$ cat src/rtl/bpu_pkg.sv
// rtl/bpu_pkg.sv - shared types and 2-bit counter helper for branch_predict_unit
package bpu_pkg;

  localparam int ADDR_W = 32;

  typedef enum logic [1:0] {
    SNT = 2'b00,
    WNT = 2'b01,
    WT  = 2'b10,
    ST  = 2'b11
  } cnt_t;

  // Write-port operation; the table does its own read-modify-write
  typedef enum logic [1:0] {
    WR_TAKEN     = 2'b00,
    WR_NOT_TAKEN = 2'b01,
    WR_INVAL     = 2'b10
  } wr_op_t;

  // Tag and target are held zero-extended to ADDR_W; unused upper bits stay 0
  typedef struct packed {
    logic              valid;
    logic              jmp;
    logic [ADDR_W-1:0] tag;
    logic [ADDR_W-1:0] target;
    cnt_t              cnt;
  } btb_entry_t;

  function automatic cnt_t sat_update(cnt_t cnt, logic taken);
    cnt_t nxt;
    if (taken) nxt = (cnt == ST)  ? ST  : cnt_t'(cnt + 2'd1);
    else       nxt = (cnt == SNT) ? SNT : cnt_t'(cnt - 2'd1);
    return nxt;
  endfunction

endpackage

$ cat src/rtl/bpu_table.sv
// rtl/bpu_table.sv - BTB/BHT storage: one async read port, one op-based sync write port
module bpu_table
  import bpu_pkg::*;
#(
  parameter int ENTRIES = 16,
  parameter int IDX_W   = $clog2(ENTRIES)
)(
  input  logic              clk,
  input  logic              reset_n,
  input  logic [IDX_W-1:0]  rd_idx,
  output btb_entry_t        rd_entry,
  input  logic              wr_en,
  input  wr_op_t            wr_op,
  input  logic [IDX_W-1:0]  wr_idx,
  input  logic [ADDR_W-1:0] wr_tag,
  input  logic [ADDR_W-1:0] wr_target,
  input  logic              wr_jmp
);

  logic              valid_q  [ENTRIES];
  cnt_t              cnt_q    [ENTRIES];
  logic              jmp_q    [ENTRIES];
  logic [ADDR_W-1:0] tag_q    [ENTRIES];
  logic [ADDR_W-1:0] target_q [ENTRIES];

  // Async read returns the stored entry; a same-cycle write is not bypassed
  always_comb begin
    rd_entry.valid  = valid_q[rd_idx];
    rd_entry.jmp    = jmp_q[rd_idx];
    rd_entry.tag    = tag_q[rd_idx];
    rd_entry.target = target_q[rd_idx];
    rd_entry.cnt    = cnt_q[rd_idx];
  end

  // Valid bits and counters: cleared on reset, updated per write op
  always_ff @(posedge clk or negedge reset_n) begin
    if (!reset_n) begin
      for (int i = 0; i < ENTRIES; i++) begin
        valid_q[i] <= 1'b0;
        cnt_q[i]   <= WNT;
      end
    end else if (wr_en) begin
      case (wr_op)
        WR_TAKEN: begin
          valid_q[wr_idx] <= 1'b1;
          cnt_q[wr_idx]   <= wr_jmp ? ST : sat_update(cnt_q[wr_idx], 1'b1);
        end
        WR_NOT_TAKEN: cnt_q[wr_idx] <= sat_update(cnt_q[wr_idx], 1'b0);
        WR_INVAL: begin
          if (valid_q[wr_idx] && (tag_q[wr_idx] == wr_tag)) valid_q[wr_idx] <= 1'b0;
        end
        default: ;
      endcase
    end
  end

  // Payload fields only matter once valid, so they need no reset
  always_ff @(posedge clk) begin
    if (wr_en && (wr_op == WR_TAKEN)) begin
      tag_q[wr_idx]    <= wr_tag;
      target_q[wr_idx] <= wr_target;
      jmp_q[wr_idx]    <= wr_jmp;
    end
  end

endmodule

$ cat src/rtl/branch_predict_unit.sv
// rtl/branch_predict_unit.sv - BTB predictor and EX-stage resolver; BPU_STATS_EN adds perf counters
module branch_predict_unit
  import bpu_pkg::*;
#(
  parameter int PC_W    = 9,
  parameter int ENTRIES = 16
`ifdef BPU_STATS_EN
  , parameter int STAT_W = 32
`endif
)(
  input  logic            clk,
  input  logic            reset_n,
  input  logic [PC_W-1:0] if_pc,
  output logic            pred_taken,
  output logic [31:0]     pred_next_pc,
  input  logic            ex_valid,
  input  logic [PC_W-1:0] ex_pc,
  input  logic [31:0]     ex_imm,
  input  logic [31:0]     ex_alu_result,
  input  logic            ex_branch,
  input  logic            ex_jal,
  input  logic            ex_jalr,
  input  logic            ex_halt,
  input  logic            ex_pred_taken,
  input  logic [31:0]     ex_pred_pc,
  output logic [31:0]     ex_pc_four,
  output logic            redirect,
  output logic [31:0]     redirect_pc
`ifdef BPU_STATS_EN
  , output logic [STAT_W-1:0] stat_branches,
  output logic [STAT_W-1:0] stat_mispred
`endif
);

  localparam int IDX_W = $clog2(ENTRIES);

  logic [31:0]      if_pc_ext, ex_pc_ext;
  logic [IDX_W-1:0] if_idx, ex_idx;
  logic [31:0]      if_tag, ex_tag;
  btb_entry_t       rd_entry;
  logic             hit, ctrl, act_taken, mispred, upd, unused_pred;
  logic [31:0]      act_pc, next_pc;
  wr_op_t           wr_op;

  assign if_pc_ext   = 32'(if_pc);
  assign ex_pc_ext   = 32'(ex_pc);
  assign if_idx      = if_pc[IDX_W+1:2];
  assign ex_idx      = ex_pc[IDX_W+1:2];
  assign if_tag      = if_pc_ext >> (IDX_W + 2);
  assign ex_tag      = ex_pc_ext >> (IDX_W + 2);
  assign unused_pred = ex_pred_taken;

  // Fetch-side lookup: taken only on a tag hit with a jump or a taken-leaning counter
  always_comb begin
    hit          = rd_entry.valid && (rd_entry.tag == if_tag);
    pred_taken   = hit && (rd_entry.jmp || (rd_entry.cnt == WT) || (rd_entry.cnt == ST));
    pred_next_pc = pred_taken ? rd_entry.target : if_pc_ext + 32'd4;
  end

  // EX resolution: actual next PC, mispredict detection, redirect and table op
  always_comb begin
    ctrl        = ex_branch | ex_jal | ex_jalr;
    act_taken   = ex_jal | ex_jalr | (ex_branch & ex_alu_result[0]);
    act_pc      = ex_jalr ? {ex_alu_result[31:1], 1'b0} : ex_pc_ext + ex_imm;
    ex_pc_four  = ex_pc_ext + 32'd4;
    next_pc     = act_taken ? act_pc : ex_pc_four;
    mispred     = ex_valid & ~ex_halt & (ex_pred_pc != next_pc);
    redirect    = reset_n & (mispred | (ex_valid & ex_halt));
    redirect_pc = ex_halt ? ex_pc_ext : next_pc;
    upd         = ex_valid & ~ex_halt;
    if (act_taken)      wr_op = WR_TAKEN;
    else if (ex_branch) wr_op = WR_NOT_TAKEN;
    else                wr_op = WR_INVAL;
  end

  bpu_table #(
    .ENTRIES (ENTRIES),
    .IDX_W   (IDX_W)
  ) u_table (
    .clk       (clk),
    .reset_n   (reset_n),
    .rd_idx    (if_idx),
    .rd_entry  (rd_entry),
    .wr_en     (upd),
    .wr_op     (wr_op),
    .wr_idx    (ex_idx),
    .wr_tag    (ex_tag),
    .wr_target (32'(act_pc[PC_W-1:0])),
    .wr_jmp    (ex_jal | ex_jalr)
  );

`ifdef BPU_STATS_EN
  // Performance counters: resolved control transfers and non-halt redirects
  always_ff @(posedge clk or negedge reset_n) begin
    if (!reset_n) begin
      stat_branches <= '0;
      stat_mispred  <= '0;
    end else if (upd) begin
      if (ctrl)    stat_branches <= stat_branches + STAT_W'(1);
      if (mispred) stat_mispred  <= stat_mispred + STAT_W'(1);
    end
  end
`endif

endmodule

$ cat config.mk
export PLATFORM = sky130hd
export DESIGN_NAME = branch_predict_unit
export DESIGN_NICKNAME = d
export VERILOG_FILES = /design/src/rtl/bpu_pkg.sv /design/src/rtl/bpu_table.sv /design/src/rtl/branch_predict_unit.sv
export SDC_FILE = /design/constraint.sdc
export NUM_CORES = 1
export LEC_CHECK = 0
export BUFFER_PORTS_ARGS = -buffer_cell sky130_fd_sc_hd__buf_2
export CORE_MARGIN = 8
export CORE_UTILIZATION = 45
export CTS_BUF_LIST = sky130_fd_sc_hd__clkbuf_8 sky130_fd_sc_hd__clkbuf_16
export CTS_CLUSTER_SIZE = 10
export DETAILED_ROUTE_END_ITERATION = 10
export GPL_TIMING_DRIVEN = 0
export PLACE_DENSITY_LB_ADDON = 0.12
export SYNTH_ARGS = -nofsm -noshare
export SYNTH_HDL_FRONTEND = slang
export SYNTH_SLANG_ARGS = --single-unit
$ cat constraint.sdc
create_clock -name clk -period 3.65 [get_ports clk]
set_clock_uncertainty 0.15 [all_clocks]
set_input_delay 0.1825 -clock clk [delete_from_list [all_inputs] [get_ports clk]]
set_output_delay 0.1825 -clock clk [all_outputs]
set_load 0.05 [all_outputs]
After elaboration in Yosys (flattened, before gate mapping)
Memories as Yosys holds them, arrays and structs flattened.
Cells that the tools add are included.
{"block": "word_totals", "word_cells": 115, "inputBits": 122, "memories": 3, "mem_bits_rw": 208, "regBits": 48, "mem_bits_ro": 0, "out_inout_bits": 98, "latchBits": 0}
{"block": "classes", "n_mux": 36, "add_sub_neg": 5, "n_bitwise": 14, "order_cmp": 3, "reduce_logical": 13, "eq_ne": 9, "div": 0, "shift": 0, "multipliers": 0}
{"memory": "u_table.target_q", "depth": 16, "word_bits": 9, "rd": 1, "rd_ports_with_merged_regs": 0, "write_ports": 1, "line": "bpu_table.sv:24", "rtl": "logic [ADDR_W-1:0] target_q [ENTRIES];"}
{"memory": "u_table.tag_q", "depth": 16, "word_bits": 3, "rd": 2, "rd_ports_with_merged_regs": 0, "write_ports": 1, "line": "bpu_table.sv:23", "rtl": "logic [ADDR_W-1:0] tag_q [ENTRIES];"}
{"memory": "u_table.jmp_q", "depth": 16, "word_bits": 1, "rd": 1, "rd_ports_with_merged_regs": 0, "write_ports": 1, "line": "bpu_table.sv:22", "rtl": "logic jmp_q [ENTRIES];"}
{"op": "$mux W32", "n": 4}
{"op": "$bwmux W32", "n": 2}
{"op": "$eq A32 B3 Y1", "n": 2}
{"op": "$pmux W32 S2", "n": 1}
{"op": "$add A9 B32 Y32", "n": 1}
{"op": "$ne A32 B32 Y1", "n": 1}
{"op": "$pmux W16 S2", "n": 1}
{"op": "$mux W2", "n": 14}
{"op": "$add A9 B3 Y10 const B", "n": 2}
{"op": "$and A16 B16 Y16", "n": 1}
{"op": "$bmux W2 S4", "n": 2}
{"op": "$mux W16", "n": 1}
{"op": "$not A16 Y16", "n": 1}
{"op": "$or A16 B16 Y16", "n": 1}
{"op": "$ge A5 B5 Y1 const B", "n": 2}
{"op": "$not A4 Y5", "n": 2}
{"op": "$bmux W1 S4", "n": 2}
{"op": "$demux W2 S4", "n": 1}
{"op": "$eq A2 B2 Y1 const B", "n": 4}
{"op": "$mux W1", "n": 7}
{"op": "$and A1 B1 Y1", "n": 5}
{"op": "$logic_and A1 B1 Y1", "n": 5}
{"op": "$lt A5 B1 Y1 const B", "n": 1}
{"op": "$demux W1 S4", "n": 1}
{"op": "11 further kinds", "n": 16}

Depth between registers and ports, before layout
Gate-level depths: netlist of run 1.
{"block": "depth", "depth_word": 11, "depth_mapped": 13}

By module
From an unflattened synthesis of run 1, not the netlist that was laid out.
{"block": "unflattened", "hier_cells": 2789, "hier_area_um2": 50800.0}
{"module": "bpu_table", "n_inst": 1, "area_per_inst_um2": 46783.6, "seq_area_each_um2": 32451.1, "cells_per_inst": 2182}
{"module": "branch_predict_unit", "n_inst": 1, "area_per_inst_um2": 4016.4, "seq_area_each_um2": 0.0, "cells_per_inst": 607}

Worst setup path after synthesis of run 1
No wires, ideal clock.
{"block": "synth_timing", "path_type": "input-to-output", "start": "in ex_pc[3]", "end": "out redirect", "slack_ps": -372, "cell_stages": 12, "arrival_ps": 3690, "path_buffers": 2, "cell_sequence": "buf_2 -> buf_1 -> nand2_1 -> nor3_1 -> xnor2_1 -> a21oi_1 -> or4_1 -> nor4_1 -> nand4_1 -> and4b_1 -> nand4_1 -> and3_1"}
{"block": "synth_via", "elab_cells_between_ends": 8, "classes_between": "add/sub (2); eq/ne (1); mux (2); bitwise (3)"}
{"element": "start: declaration", "line": "branch_predict_unit.sv:17", "rtl": "input logic [PC_W-1:0] ex_pc,"}
{"element": "$add A9 B3 Y10", "line": "branch_predict_unit.sv:65", "rtl": "ex_pc_four = ex_pc_ext + 32'd4;"}
{"element": "via ex_pc_four[9]", "line": "branch_predict_unit.sv:26", "rtl": "output logic [31:0] ex_pc_four,"}
{"element": "$mux W32", "line": "branch_predict_unit.sv:66", "rtl": "next_pc = act_taken ? act_pc : ex_pc_four;"}
{"element": "$ne A32 B32 Y1", "line": "branch_predict_unit.sv:67", "rtl": "mispred = ex_valid & ~ex_halt & (ex_pred_pc != next_pc);"}
{"element": "$and A1 B1 Y1", "line": "branch_predict_unit.sv:67"}
{"element": "$or A1 B1 Y1", "line": "branch_predict_unit.sv:68", "rtl": "redirect = reset_n & (mispred | (ex_valid & ex_halt));"}
{"element": "$and A1 B1 Y1", "line": "branch_predict_unit.sv:68"}
{"element": "end: declaration", "line": "branch_predict_unit.sv:27", "rtl": "output logic redirect,"}
The timed path passes the listed nets, and every way through them passes these cells.

Worst setup path in the final report of run 1
{"block": "layout_timing", "start": "in ex_pc[0]", "end": "out redirect"}
{"block": "layout_via", "elab_chain_cells": 7, "elab_cells_between_ends": 8, "classes_between": "add/sub (2); eq/ne (1); mux (2); bitwise (3)"}
{"element": "$add A9 B32 Y32", "line": "branch_predict_unit.sv:64", "rtl": "act_pc = ex_jalr ? {ex_alu_result[31:1], 1'b0} : ex_pc_ext + ex_imm;"}
{"element": "$mux W32", "line": "branch_predict_unit.sv:64"}
{"element": "$mux W32 (*)", "line": "branch_predict_unit.sv:66"}
{"element": "$ne A32 B32 Y1 (*)", "line": "branch_predict_unit.sv:67"}
{"element": "$and A1 B1 Y1 (*)", "line": "branch_predict_unit.sv:67"}
{"element": "$or A1 B1 Y1 (*)", "line": "branch_predict_unit.sv:68"}
{"element": "$and A1 B1 Y1 (*)", "line": "branch_predict_unit.sv:68"}
Mark *: on every way between the ends. The rest lies on a longest branch, timed or not.

==> results of run 1 <==
[cells by family after synthesis]
group / synth area share (%)
simple gates: 11.0
flops: 50.7
compound gates: 10.2
mux: 18.7
buf+inv: 5.02
xor+xnor: 3.04
fa+ha+maj: 1.39
other cells: 0.0254
[cell usage in the layout (no fill, tap or decap), drive strengths merged, types with 16 or more instances in the layout]
cell and instances:
nand4 19, edfxtp 208, dfstp 16, xor2 24
xnor2 22, mux4 95, inv 35, a21oi 34
nor3 21, nand3 31, nand2 89, nor2 75
conb 44, mux2 42, buf 269, o21ai 80
clkbuf 75, dfrtp 32
[report_power, final]
group | switching, mW | total (mW) | leakage (nW) | internal (mW)
Clock | 1.09 | 2.59 | 0.447 | 1.50
Combinational | 1.08 | 1.76 | 3.89 | 0.680
Sequential | 0.113 | 3.52 | 2.41 | 3.40
Total | 2.28 | 7.86 | 6.74 | 5.58
[synthesized netlist by cell type, drive strengths merged, types with 13 or more instances]
library cell / count / area (um2)
nand4: 19 / 119
nor3: 21 / 110
buf: 78 / 505
o21ai: 80 / 408
mux4: 95 / 2200
a2111oi: 13 / 115
a211oi: 13 / 97.6
inv: 26 / 97.6
dfrtp: 32 / 801
nor2: 75 / 282
and3: 13 / 81.3
xor2: 24 / 210
nand3: 31 / 155
nand2: 89 / 334
dfstp: 16 / 420
a21oi: 34 / 170
edfxtp: 208 / 6250
clkbuf: 36 / 136
xnor2: 22 / 193
mux2: 42 / 473
ha: 14 / 175
[final cells by class]
cell class              count  area [um2]  share of cell area (%)
inverters                  26        97.6                   0.539
well taps                 442         553                    3.06
clock buffers              32         778                    4.30
clock inverters            12        71.3                   0.394
multi-input cells         805        7160                    39.5
flip-flops and latches    256        7470                    41.2
plain buffers             111         684                    3.78
repair buffers            209        1290                    7.13
[state kept, by name, indices dropped and copies added (netlist names), named ones only]
signal            count
u_table.target_q    144
u_table.tag_q        48
u_table.cnt_q        32
u_table.jmp_q        16
[layer usage]
layer	global-route usage (%)	up-vias	part of all wire, %
li1	-	5030	-
met1	34.7	5809	42
met2	39.8	606	47
met3	4.91	97	8.5
met4	6.97	2	2.7
met5	0	-	0.028
[worst min-delay path: cells and delay by family]
kind            cells  cell delay [ns]
compound gates      1             0.08
buf+inv             2             0.26
simple gates        1             0.07
[worst paths after layout]
path                                           from                     end  slack [ns]  depth (start not counted)
worst min register to register                 flop                    flop        0.38                          2
worst min-delay path               ex_alu_result[4]  u_table.target_q[6][4]        0.05                          4
worst max-delay path                       ex_pc[0]                redirect       -0.28                         14
min in group asynchronous                   reset_n       u_table.cnt_q[31]        0.24                          2
worst max register to register  u_table.tag_q[5][0]                    flop        0.65                          9
max in group asynchronous                   reset_n       u_table.cnt_q[19]        2.41                          2
[timing repair]
item | in CTS | in global routing
setup endpoints to repair | 25 | 13
pin swaps | 19 | 28
hold buffers | 6 | 0
gates cloned | 0 | 0
gates resized for setup | 81 | 49
endpoints found under the hold margin | 81 | 0
setup buffers | 12 | 11
[stage by stage]
step	hold slack, ns	worst slack, ns	setup TNS, ns	std cells	instance area [um2]
after floorplan	-0.263	0.00992	0	1201	14900
after global placement	0.292	-1.54	-285.73	1809	16300
after detailed placement	0.295	-1.55	-121.83	1823	16500
after CTS	0.0210	-0.280	-0.280	1883	17900
after global routing	0.0650	-0.294	-0.295	1893	18100
final	0.0531	-0.281	-0.281	1893	18100
==> flow_summary.toml, run 1 <==
[critical_path]
worstSetupEndpointType = "output port"
max_stage_delay_ns = 0.40
cp.buffers_inverters = 2
critPathLaunchType = "primary input"
path_max_fanout = 4
path_cells = "buf_8 -> ha_4 -> fa_2 -> a21o_1 -> a41o_4 -> o211a_1 -> or3_4 -> xnor2_4 -> a2111oi_4 -> nand4_1 -> a2111oi_4 -> nand4_1 -> and3_4 -> buf_8"
worst_ep_required_time_ns = 3.32
slowest_stage = "or3_4"
crit_type = "in -> out"
worstPathArrival_ns = 3.60
crit_family = "compound AO/OA/AOI/OAI gates"

[global_route]
grt_use_total_pct = 25.0
antenna_found_initial = 1
grt_max_degree = 50
grt_pass1_vias = 11700
grt_overflow = 0
grt_pass1_wl_um = 73500

[synth]
syn_avg_cell_area_um2 = 12.7
synth_cells = 1158
yosysSeqAreaShare_pct = 50.7
synth_warnings = 0
synth_edf_count = 208
ys.flop_type = "edfxtp_1"
synth-async-reset-ratio_pct = 18.8
synth_cell_types = 81
syn_area_um2 = 14700
synth_seq_cells = 256

[sta]
worst_pin_slew_ns = 1.12
final-setup-viol-count = 1
fmax_mhz = 254
slew_violations = 0
worst_slack_ns = -0.281
hold_viol = 0
min_period_ns = 3.93
grt_setup_unrepaired = "true"
relSlewSlack_pct = 25.2
timing.final.crit_share_pct = 108

[outcome]
status = "finished with violations"
violations = "setup timing"

[die]
rows = 66
die_height_um = 197
die_w_um = 197
die_area_um2 = 38800
start_util_pct = 45.5
core_region_area_um2 = 32400
num_io_pins = 220

[clock_tree]
clockBufferDepth = 3
cts_root_buf = "clkbuf_16"
path_clk_slew_ns = 0.06
htree_levels = 1
cts_buffers = 30
cts_sinks = 256
cts_tree = "done"
insertion_delay_ns = 0.55

[worst_hold_path]
hold_class = "in -> reg"

[routing]
via_per_inst = 6.10
vias = 11500
wl_per_cell_um = 26.1
ant_nets = 0
drc = 0
dr.pass1.iters = 6
drtIter0Drc = 1171
routed_wl_um = 49300

[run]
cap_violations = 0

[finish]
finalNetCount = 1576
drive_gt1_share_pct = 37.4
num_antenna_cells = 0
final_util_pct = 55.9
area_delta_synth_final_pct = 22.8
num-fill-cells = 2766

[pwr]
p_total_mw = 7.86
cellPowerDensity_nw_per_um2 = 434
p_leak_nw = 6.74
ir_drop_v = 0.000333

[placed_design]
port_buffers = 166
gp_congestion = 1.05
hpwl_um = 36400
Power figures use the tool's default switching activity.
==> run 2: changes to the inputs <==
==> constraint.sdc (replaced) <==
create_clock -name clk -period 3.5 [get_ports clk]
set_clock_uncertainty 0.15 [all_clocks]
set_input_delay 0.175 -clock clk [delete_from_list [all_inputs] [get_ports clk]]
set_output_delay 0.175 -clock clk [all_outputs]
set_load 0.05 [all_outputs]
==> flow_summary.toml, run 2 (same netlist as run 1, synthesis figures left out) <==
[outcome]
status = "finished with violations"
violations = "setup timing"

[routing]
dr.pass1.iters = 5
wl_per_cell_um = 26.1
drtIter0Drc = 1228
via_per_inst = 6.10
vias = 11600
routed_wl_um = 49400
ant_nets = 0
drc = 0

[sta]
worst_pin_slew_ns = 1.09
worst_slack_ns = -0.416
grt_setup_unrepaired = "true"
min_period_ns = 3.92
final-setup-viol-count = 3
slew_violations = 0
timing.final.crit_share_pct = 112
hold_viol = 0
relSlewSlack_pct = 27.1
fmax_mhz = 255

[finish]
layout_commonest_cell = "edfxtp_1"
drive_gt1_share_pct = 38.1
final_area_um2 = 18300
layout.cells.non_filler = 1895
top_register = "u_table.target_q"
num_antenna_cells = 0
largest_reg_flops = 144
final_cell_mix = "208 x edfxtp_1, 166 x buf_2, 86 x nand2_1"
finalNetCount = 1578
area_delta_synth_final_pct = 23.9
largestRegisters = "u_table.target_q x144, u_table.tag_q x48, u_table.cnt_q x32"

[pwr]
ir_drop_v = 0.000346
p_leak_nw = 6.80
pwr-share-clk_pct = 32.8
seqPwrFrac_pct = 44.5
cellPowerDensity_nw_per_um2 = 451
switching_share_pct = 29.0
pwr-share-comb_pct = 22.7
p_switching_mw = 2.39
internal_power_mw = 5.85

[die]
die_area_um2 = 38800
die_height_um = 197
num_io_pins = 220
core_region_area_um2 = 32400
die_w_um = 197
start_util_pct = 45.5
rows = 66

[clock_tree]
cts_tree = "done"
htree_levels = 1
cts_root_buf = "clkbuf_16"
cts_sinks = 256
insertion_delay_ns = 0.55
path_clk_slew_ns = 0.06
clockBufferDepth = 3
cts_buffers = 30

[placed_design]
hpwl_um = 36400
port_buffers = 166
placed_cell_area_um2 = 16500
dp_cells = 1823
gp_congestion = 1.05

[critical_path]
worst_ep_required_time_ns = 3.17
slowest_stage = "or3_4"
critPathLaunchType = "primary input"
path_max_fanout = 4
worstSetupEndpointType = "output port"
path_cells = "buf_8 -> ha_4 -> fa_2 -> a21o_1 -> a41o_4 -> o211a_1 -> or3_4 -> xnor2_4 -> a2111oi_4 -> nand4_1 -> a2111oi_4 -> nand4_1 -> and3_4 -> buf_8"
max_stage_delay_ns = 0.40
crit_type = "in -> out"
worstPathArrival_ns = 3.59

[global_route]
antenna_found_initial = 1
grt_overflow = 0
grt_use_total_pct = 25.0
grt_pass1_vias = 11700
met2_usage_pct = 39.8
use_met1_pct = 34.7
busiest_layer = "met2"
grt_max_degree = 50
use_met3_pct = 4.88
grt_pass1_wl_um = 73400

[worst_hold_path]
hold_class = "in -> reg"

[run]
cap_violations = 0
run 2: cell type report:
type	instances	area (um2)
Inverter	26	97.6
Buffer	111	694
Multi-Input combinational cell	805	7200
Fill cell	2756	14100
Tap cell	442	553
Sequential cell	256	7470
Clock inverter	12	71.3
Clock buffer	32	778
Timing Repair Buffer	211	1390
run 2: routing by layer:
| metal | up-vias | part of all wire, % |
|---|---|---|
| li1 | 5035 | - |
| met1 | 5791 | 41 |
| met2 | 633 | 47 |
| met3 | 98 | 9.1 |
| met4 | 2 | 2.8 |
| met5 | - | 0.026 |
run 2: repair_timing:
action | in CTS | in global routing
setup endpoints to repair | 134 | 18
cloned | 0 | 1
pin swaps | 19 | 29
endpoints found under the hold margin | 81 | 0
setup buffers | 13 | 11
resized for setup | 99 | 72
hold buffers | 6 | 0
run 2: power by group through the flow:
stage | sequential, mW | clock, mW | combinational (mW)
after CTS | 3.66 | 2.74 | 1.79
after global routing | 3.68 | 2.86 | 1.98
final | 3.67 | 2.70 | 1.87
after detailed placement | 3.72 | 0 | 1.69
after floorplan | 3.66 | 0 | 1.18
after global placement | 3.72 | 0 | 1.65
run 2: per-stage QoR:
stage / power [mW] / worst slack (ns) / hold WS, ns / utilization [%] / setup TNS [ns]
2_1_floorplan: 4.84 / -0.125 / -0.271 / - / -0.811
3_3_place_gp: 5.36 / -1.67 / 0.284 / 50.4 / -334.75
3_5_place_dp: 5.41 / -1.69 / 0.288 / 51.1 / -170.63
4_1_cts: 8.20 / -0.415 / 0.0135 / 55.4 / -0.455
5_1_grt: 8.53 / -0.429 / 0.0575 / 56.4 / -0.704
6_report: 8.24 / -0.416 / 0.0449 / 56.4 / -0.458
run 2: path summary, 6_finish.rpt:
| kind | from | endpoint | slack [ns] | cells after the start |
|---|---|---|---|---|
| worst max register to register | u_table.tag_q[2][0] | flop | 0.39 | 10 |
| worst min register to register | flop | flop | 0.37 | 2 |
| max in group asynchronous | reset_n | u_table.cnt_q[21] | 2.30 | 2 |
| worst min-delay path | ex_alu_result[4] | u_table.target_q[6][4] | 0.04 | 4 |
| worst max-delay path | ex_pc[0] | redirect | -0.42 | 14 |
| min in group asynchronous | reset_n | u_table.cnt_q[11] | 0.24 | 2 |
run 2: critical path: cells and delay by family:
family,cells,cell delay [ns]
compound gates,5,1.25
xor+xnor,1,0.15
fa+ha+maj,2,0.53
buf+inv,2,0.26
simple gates,4,1.22
